**config.mk**
```make
export PLATFORM = sky130hd
export DESIGN_NAME = sram_like_arbiter
export DESIGN_NICKNAME = d
export VERILOG_FILES = /design/src/rtl/sram_like_arbiter.sv
export SDC_FILE = /design/constraint.sdc
export NUM_CORES = 1
export LEC_CHECK = 0
export BUFFER_PORTS_ARGS = -buffer_cell sky130_fd_sc_hd__clkbuf_2
export CORE_AREA = 4 4 118 120
export DETAILED_ROUTE_END_ITERATION = 7
export DIE_AREA = 0 0 122 124
export GPL_ROUTABILITY_DRIVEN = 0
export PLACE_DENSITY = 0.54
export SYNTH_ARGS = -nofsm -noshare
export SYNTH_HDL_FRONTEND = slang
export SYNTH_SLANG_ARGS = --single-unit
```
**constraint.sdc**
```tcl
create_clock -name clk -period 2.7 [get_ports clk]
set_input_delay 0.135 -clock clk [delete_from_list [all_inputs] [get_ports clk]]
set_output_delay 0.135 -clock clk [all_outputs]
set_load 0.02 [all_outputs]
```
**src/rtl/sram_like_arbiter.sv**
```systemverilog
// Two-requester arbiter onto one SRAM-like port: round-robin grant with an address-phase lock,
// and an owner FIFO that routes in-order data_ok/rdata back to whichever requester issued each access.
module sram_like_arbiter #(
    parameter int MAX_OUT = 4
) (
    input  logic        clk,
    input  logic        rst,

    input  logic        m0_req,
    input  logic        m0_wr,
    input  logic [1:0]  m0_size,
    input  logic [31:0] m0_addr,
    input  logic [31:0] m0_wdata,
    output logic [31:0] m0_rdata,
    output logic        m0_addr_ok,
    output logic        m0_data_ok,

    input  logic        m1_req,
    input  logic        m1_wr,
    input  logic [1:0]  m1_size,
    input  logic [31:0] m1_addr,
    input  logic [31:0] m1_wdata,
    output logic [31:0] m1_rdata,
    output logic        m1_addr_ok,
    output logic        m1_data_ok,

    output logic        s_req,
    output logic        s_wr,
    output logic [1:0]  s_size,
    output logic [31:0] s_addr,
    output logic [31:0] s_wdata,
    input  logic [31:0] s_rdata,
    input  logic        s_addr_ok,
    input  logic        s_data_ok,

    output logic        busy,
    output logic        err
);
    localparam int PTR_W = $clog2(MAX_OUT);
    localparam int CNT_W = $clog2(MAX_OUT) + 1;

    logic             grant_q, grant_d;
    logic             last_q, last_d;
    logic             lock_q, lock_d;
    logic             err_q, err_d;
    logic [PTR_W-1:0] wr_ptr_q, wr_ptr_d;
    logic [PTR_W-1:0] rd_ptr_q, rd_ptr_d;
    logic [CNT_W-1:0] count_q, count_d;
    logic [MAX_OUT-1:0] order_q, order_d;

    logic fifo_full;
    logic fifo_empty;
    logic grant_req;
    logic push;
    logic pop;
    logic head;

    // A locked grant is frozen until its address handshake; otherwise round-robin, holding when idle.
    always_comb begin
        grant_d = grant_q;
        if (lock_q) begin
            grant_d = grant_q;
        end else if (m0_req && m1_req) begin
            grant_d = ~last_q;
        end else if (m0_req) begin
            grant_d = 1'b0;
        end else if (m1_req) begin
            grant_d = 1'b1;
        end
    end

    assign fifo_full  = (count_q == CNT_W'(MAX_OUT));
    assign fifo_empty = (count_q == '0);
    assign grant_req  = grant_d ? m1_req : m0_req;
    assign s_req      = rst && grant_req && !fifo_full;
    assign push       = s_req && s_addr_ok;
    assign pop        = rst && s_data_ok && !fifo_empty;
    assign head       = order_q[rd_ptr_q];

    assign s_wr    = grant_d ? m1_wr    : m0_wr;
    assign s_size  = grant_d ? m1_size  : m0_size;
    assign s_addr  = grant_d ? m1_addr  : m0_addr;
    assign s_wdata = grant_d ? m1_wdata : m0_wdata;

    assign m0_addr_ok = push && !grant_d;
    assign m1_addr_ok = push &&  grant_d;
    assign m0_data_ok = pop  && !head;
    assign m1_data_ok = pop  &&  head;
    assign m0_rdata   = s_rdata;
    assign m1_rdata   = s_rdata;

    assign busy = rst && !fifo_empty;
    assign err  = err_q;

    always_comb begin
        last_d   = last_q;
        lock_d   = lock_q;
        err_d    = err_q;
        wr_ptr_d = wr_ptr_q;
        rd_ptr_d = rd_ptr_q;
        count_d  = count_q;
        order_d  = order_q;

        if (push) begin
            order_d[wr_ptr_q] = grant_d;
            wr_ptr_d          = wr_ptr_q + PTR_W'(1);
            last_d            = grant_d;
            lock_d            = 1'b0;
        end else if (s_req) begin
            lock_d = 1'b1;
        end

        if (pop) begin
            rd_ptr_d = rd_ptr_q + PTR_W'(1);
        end

        // A response with nothing outstanding has no owner; flag it and leave the FIFO alone.
        if (s_data_ok && fifo_empty) begin
            err_d = 1'b1;
        end

        case ({push, pop})
            2'b10:   count_d = count_q + CNT_W'(1);
            2'b01:   count_d = count_q - CNT_W'(1);
            default: count_d = count_q;
        endcase
    end

    always_ff @(posedge clk) begin
        if (!rst) begin
            grant_q  <= 1'b0;
            last_q   <= 1'b1;
            lock_q   <= 1'b0;
            err_q    <= 1'b0;
            wr_ptr_q <= '0;
            rd_ptr_q <= '0;
            count_q  <= '0;
            order_q  <= '0;
        end else begin
            grant_q  <= grant_d;
            last_q   <= last_d;
            lock_q   <= lock_d;
            err_q    <= err_d;
            wr_ptr_q <= wr_ptr_d;
            rd_ptr_q <= rd_ptr_d;
            count_q  <= count_d;
            order_q  <= order_d;
        end
    end

endmodule
```
==> metrics.md <==
| Metric | Value |
|---|---|
| Status | `completed` |
| Comb power frac | `54.9%` |
| Slack of the worst reg-to-reg path | `approximately 0.16 ns` |
| Post-Layout Cell Count | `between 500 and 600` |
| Synthesized net count | `just over 400` |
| Worst setup SP type | `flop` |
| Sequential power share | `just over 20%` |
| H-tree level count | `1` |
| Worst Tran Pin Value | `around 0.45 ns` |
| Mapped cell area | `2166 um^2` |
| First-pass GRT wire length | `between 10 and 15 mm` |
| N_diodes | `0` |
| Max Fclk | `slightly below 400 MHz` |
| Final Max Tran Viols | `0` |
| DR WL/cell | `around 15 um` |
| CTS Hold Buffers Added | `0` |
| Synth cell types | `36` |
| Async set or reset register ratio after synthesis | `0%` |
| # Post-CTS Setup Buffers | `0` |
| I/O Buffers | `roughly 210` |
| Dpl cells | `around 560` |
| GR Util All Layers | `9.501%` |
| Worst reg2reg path startpoint | `grant_q` |
| Initial DRC Count | `36` |
| Final Skew | `0.002264 ns` |
| Pin count of the biggest net entering global routing | `51` |
| Hold Path Sink | `err` |
| Synth Register Bits | `15` |
| Global route total overflow | `0` |
| Starting density of the core | `between 10% and 20%` |
| WHS Path Cells | `3` |
| Chip Width | `around 120 um` |
| Vias in the first global route | `roughly 2,100` |
| Pre-antenna DRT Iters | `4` |
| Hold Crit Start | `s_data_ok` |
| Final Hold Viols | `0` |
| Post-DP HPWL | `between 7 and 8 mm` |
| Cells after Synth | `approximately 240` |
| WL final | `approximately 8.5 mm` |
| # fillers | `between 1,000 and 1,500` |
| Register area share after synthesis | `about 14%` |
| Clock sinks | `15` |
| CTS clock-pin slew for the worst setup and hold paths | `around 0.050 ns` |
| Relative slew slack | `69.08%` |
| DR vias/cell | `about 4` |
| Clock share of power | `between 20 and 25%` |
| Max Buffers Root-to-Sink | `2` |
| Most used flip-flop cell after synthesis | `dfxtp_1` |
| Internal power | `roughly 740 uW` |
| R2R Path End | `count_q[2]` |
| Num CTS Buffers | `3` |
| Mean Syn Cell Area | `between 9 and 10 um^2` |
| Residual DRC | `0` |
| Die extent in y | `approximately 120 um` |
| Setup CP Type | `reg -> reg` |
| Initial antenna violation count | `0` |
| Req. time, crit path | `2.88 ns` |
| Clock Tree Root | `clkbuf_16` |
| Ys Warns | `0` |
| Fin nets | `562` |
| Core Area | `between 10,000 and 15,000 um^2` |
| Crit path time final | `about 2.5 ns` |
| Min-delay worst type | `in -> reg` |
| Setup crit end kind | `flop` |
| CTS tree | `done` |
| Post-synth EDFFs | `0` |
| Antenna-violating nets left | `0` |
| Fin crit share | `94.14%` |
| Die area | `~15,000 um^2` |
| Synthesis-to-layout area growth | `40.27%` |
| Static leakage | `around 0.0016 uW` |
| Crit path DAT | `~2.7 ns` |
| Switching power | `~500 uW` |
| I/O pin total | `310` |
| Worst VDD drop | `around 0.27 mV` |
| Layout cell share with drive strength beyond 1 | `about 73%` |
| RSZ-0062 raised after global routing | `no` |
| Sw frac | `between 40% and 50%` |
| Latest clock arrival within the worst-skew pair | `approximately 0.25 ns` |
| Total design power | `approximately 1200 uW` |
| R2r worst-path depth | `9` |
| Post-cts gate resize count | `0` |
| Fin Setup TNS | `0 ns` |
| Max FO, Critical Path | `6` |
| Max-cap viol count | `0` |
| Final setup viols | `0` |
| Via count | `2,175` |
| PwrDens | `slightly above 400 nW/um^2` |
| Site Rows | `42` |
==> logic make-up after synthesis <==
kind of cell / Yosys count / share of synthesized area [%]
buf+inv: 86 / 27.15
mux: 77 / 40.09
simple gates: 30 / 6.586
compound gates: 19 / 7.279
flops: 15 / 13.86
fa+ha+maj: 6 / 3.813
xor+xnor: 3 / 1.213
==> power by group through the flow <==
stage	combinational, uW	clock [uW]	sequential [uW]
after floorplan	561	0	254
after global placement	681	0	257
after detailed placement	692	0	259
after CTS	695	312	254
after global routing	737	328	257
final	680	304	254
==> cell usage in the layout, fill, tap and decap left out, drive strengths merged, types with 2 or more instances in the layout <==
master / count
ha: 5
mux2i: 8
nor2b: 3
o21ai: 2
dfxtp: 15
xor2: 2
buf: 3
nand2: 10
inv: 13
clkbuf: 216
a2111oi: 5
o211ai: 2
a21oi: 3
mux2: 68
and2: 2
nor2: 9
==> worst max path at each step <==
stage | from | endpoint | slack, ns | cells after the start
floorplan | count_q[2] | count_q[2] | 0.36 | 9
global placement | grant_q | count_q[2] | 0.27 | 9
detailed placement | grant_q | count_q[2] | 0.18 | 9
CTS | grant_q | count_q[2] | 0.17 | 9
global route | grant_q | count_q[2] | 0.03 | 9
finish | grant_q | count_q[2] | 0.16 | 9
==> worst max-delay path, stage by stage, from the launching register on <==
cell and delay, ns:
dfxtp_1 0.44, mux2i_1 0.46, a211oi_1 0.19, inv_1 0.11, ha_1 0.19, inv_1 0.06
fa_1 0.38, xor2_1 0.16, or3_1 0.31, a21oi_1 0.15
==> area by class of cell <==
class / instances / area, um^2 / share of cell area, %
multi-input cells: 135 / 1285 / 42.30
repair buffers: 216 / 1101 / 36.24
flip-flops and latches: 15 / 300.3 / 9.885
well taps: 176 / 220.2 / 7.249
clock buffers: 3 / 75.07 / 2.471
inverters: 13 / 48.80 / 1.606
clock inverters: 1 / 7.507 / 0.2471
==> routing by layer <==
metal	share of wire, %	wire length [um]	vias up	GRT usage (%)
li1	-	-	1047	-
met1	35	2971	974	10.48
met3	14	1151	4	4.541
met5	0	0	-	0
met4	0.32	27	0	1.681
met2	51	4302	150	16.85
==> cells in the mapped netlist, types with 2 or more instances <==
master | number | area share (%)
mux2i_1 | 8 | 3.7
o211ai_1 | 2 | 0.69
nor2_1 | 9 | 1.6
o21ai_0 | 2 | 0.46
buf_2 | 2 | 0.46
a2111oi_1 | 3 | 1.4
ha_1 | 5 | 2.9
buf_4 | 70 | 24
a21oi_1 | 3 | 0.69
mux2_1 | 11 | 5.7
nand2_1 | 10 | 1.7
inv_1 | 13 | 2.3
and2_1 | 2 | 0.58
nor2b_1 | 3 | 0.87
xor2_1 | 2 | 0.81
dfxtp_1 | 15 | 14
mux2_2 | 57 | 30
==> sequential cells by signal (all words and copies together) (netlist names) <==
signal    count
order_q       4
count_q       3
rd_ptr_q      2
wr_ptr_q      2
err           1
grant_q       1
last_q        1
lock_q        1
==> metrics by stage <==
step                cell area [um^2]  hold WS (ns)  utilization [%]  setup WS, ns
floorplan                       2166        0.2757                -        0.3616
global placement                2955        0.2702            22.77        0.2698
detailed placement              2955        0.2702            22.77        0.1794
CTS                             3038        0.1608            23.40        0.1657
global route                    3038        0.1853            23.40       0.03165
finish                          3038        0.1553            23.40        0.1583
Note: power is estimated with default switching activity, not from simulation.
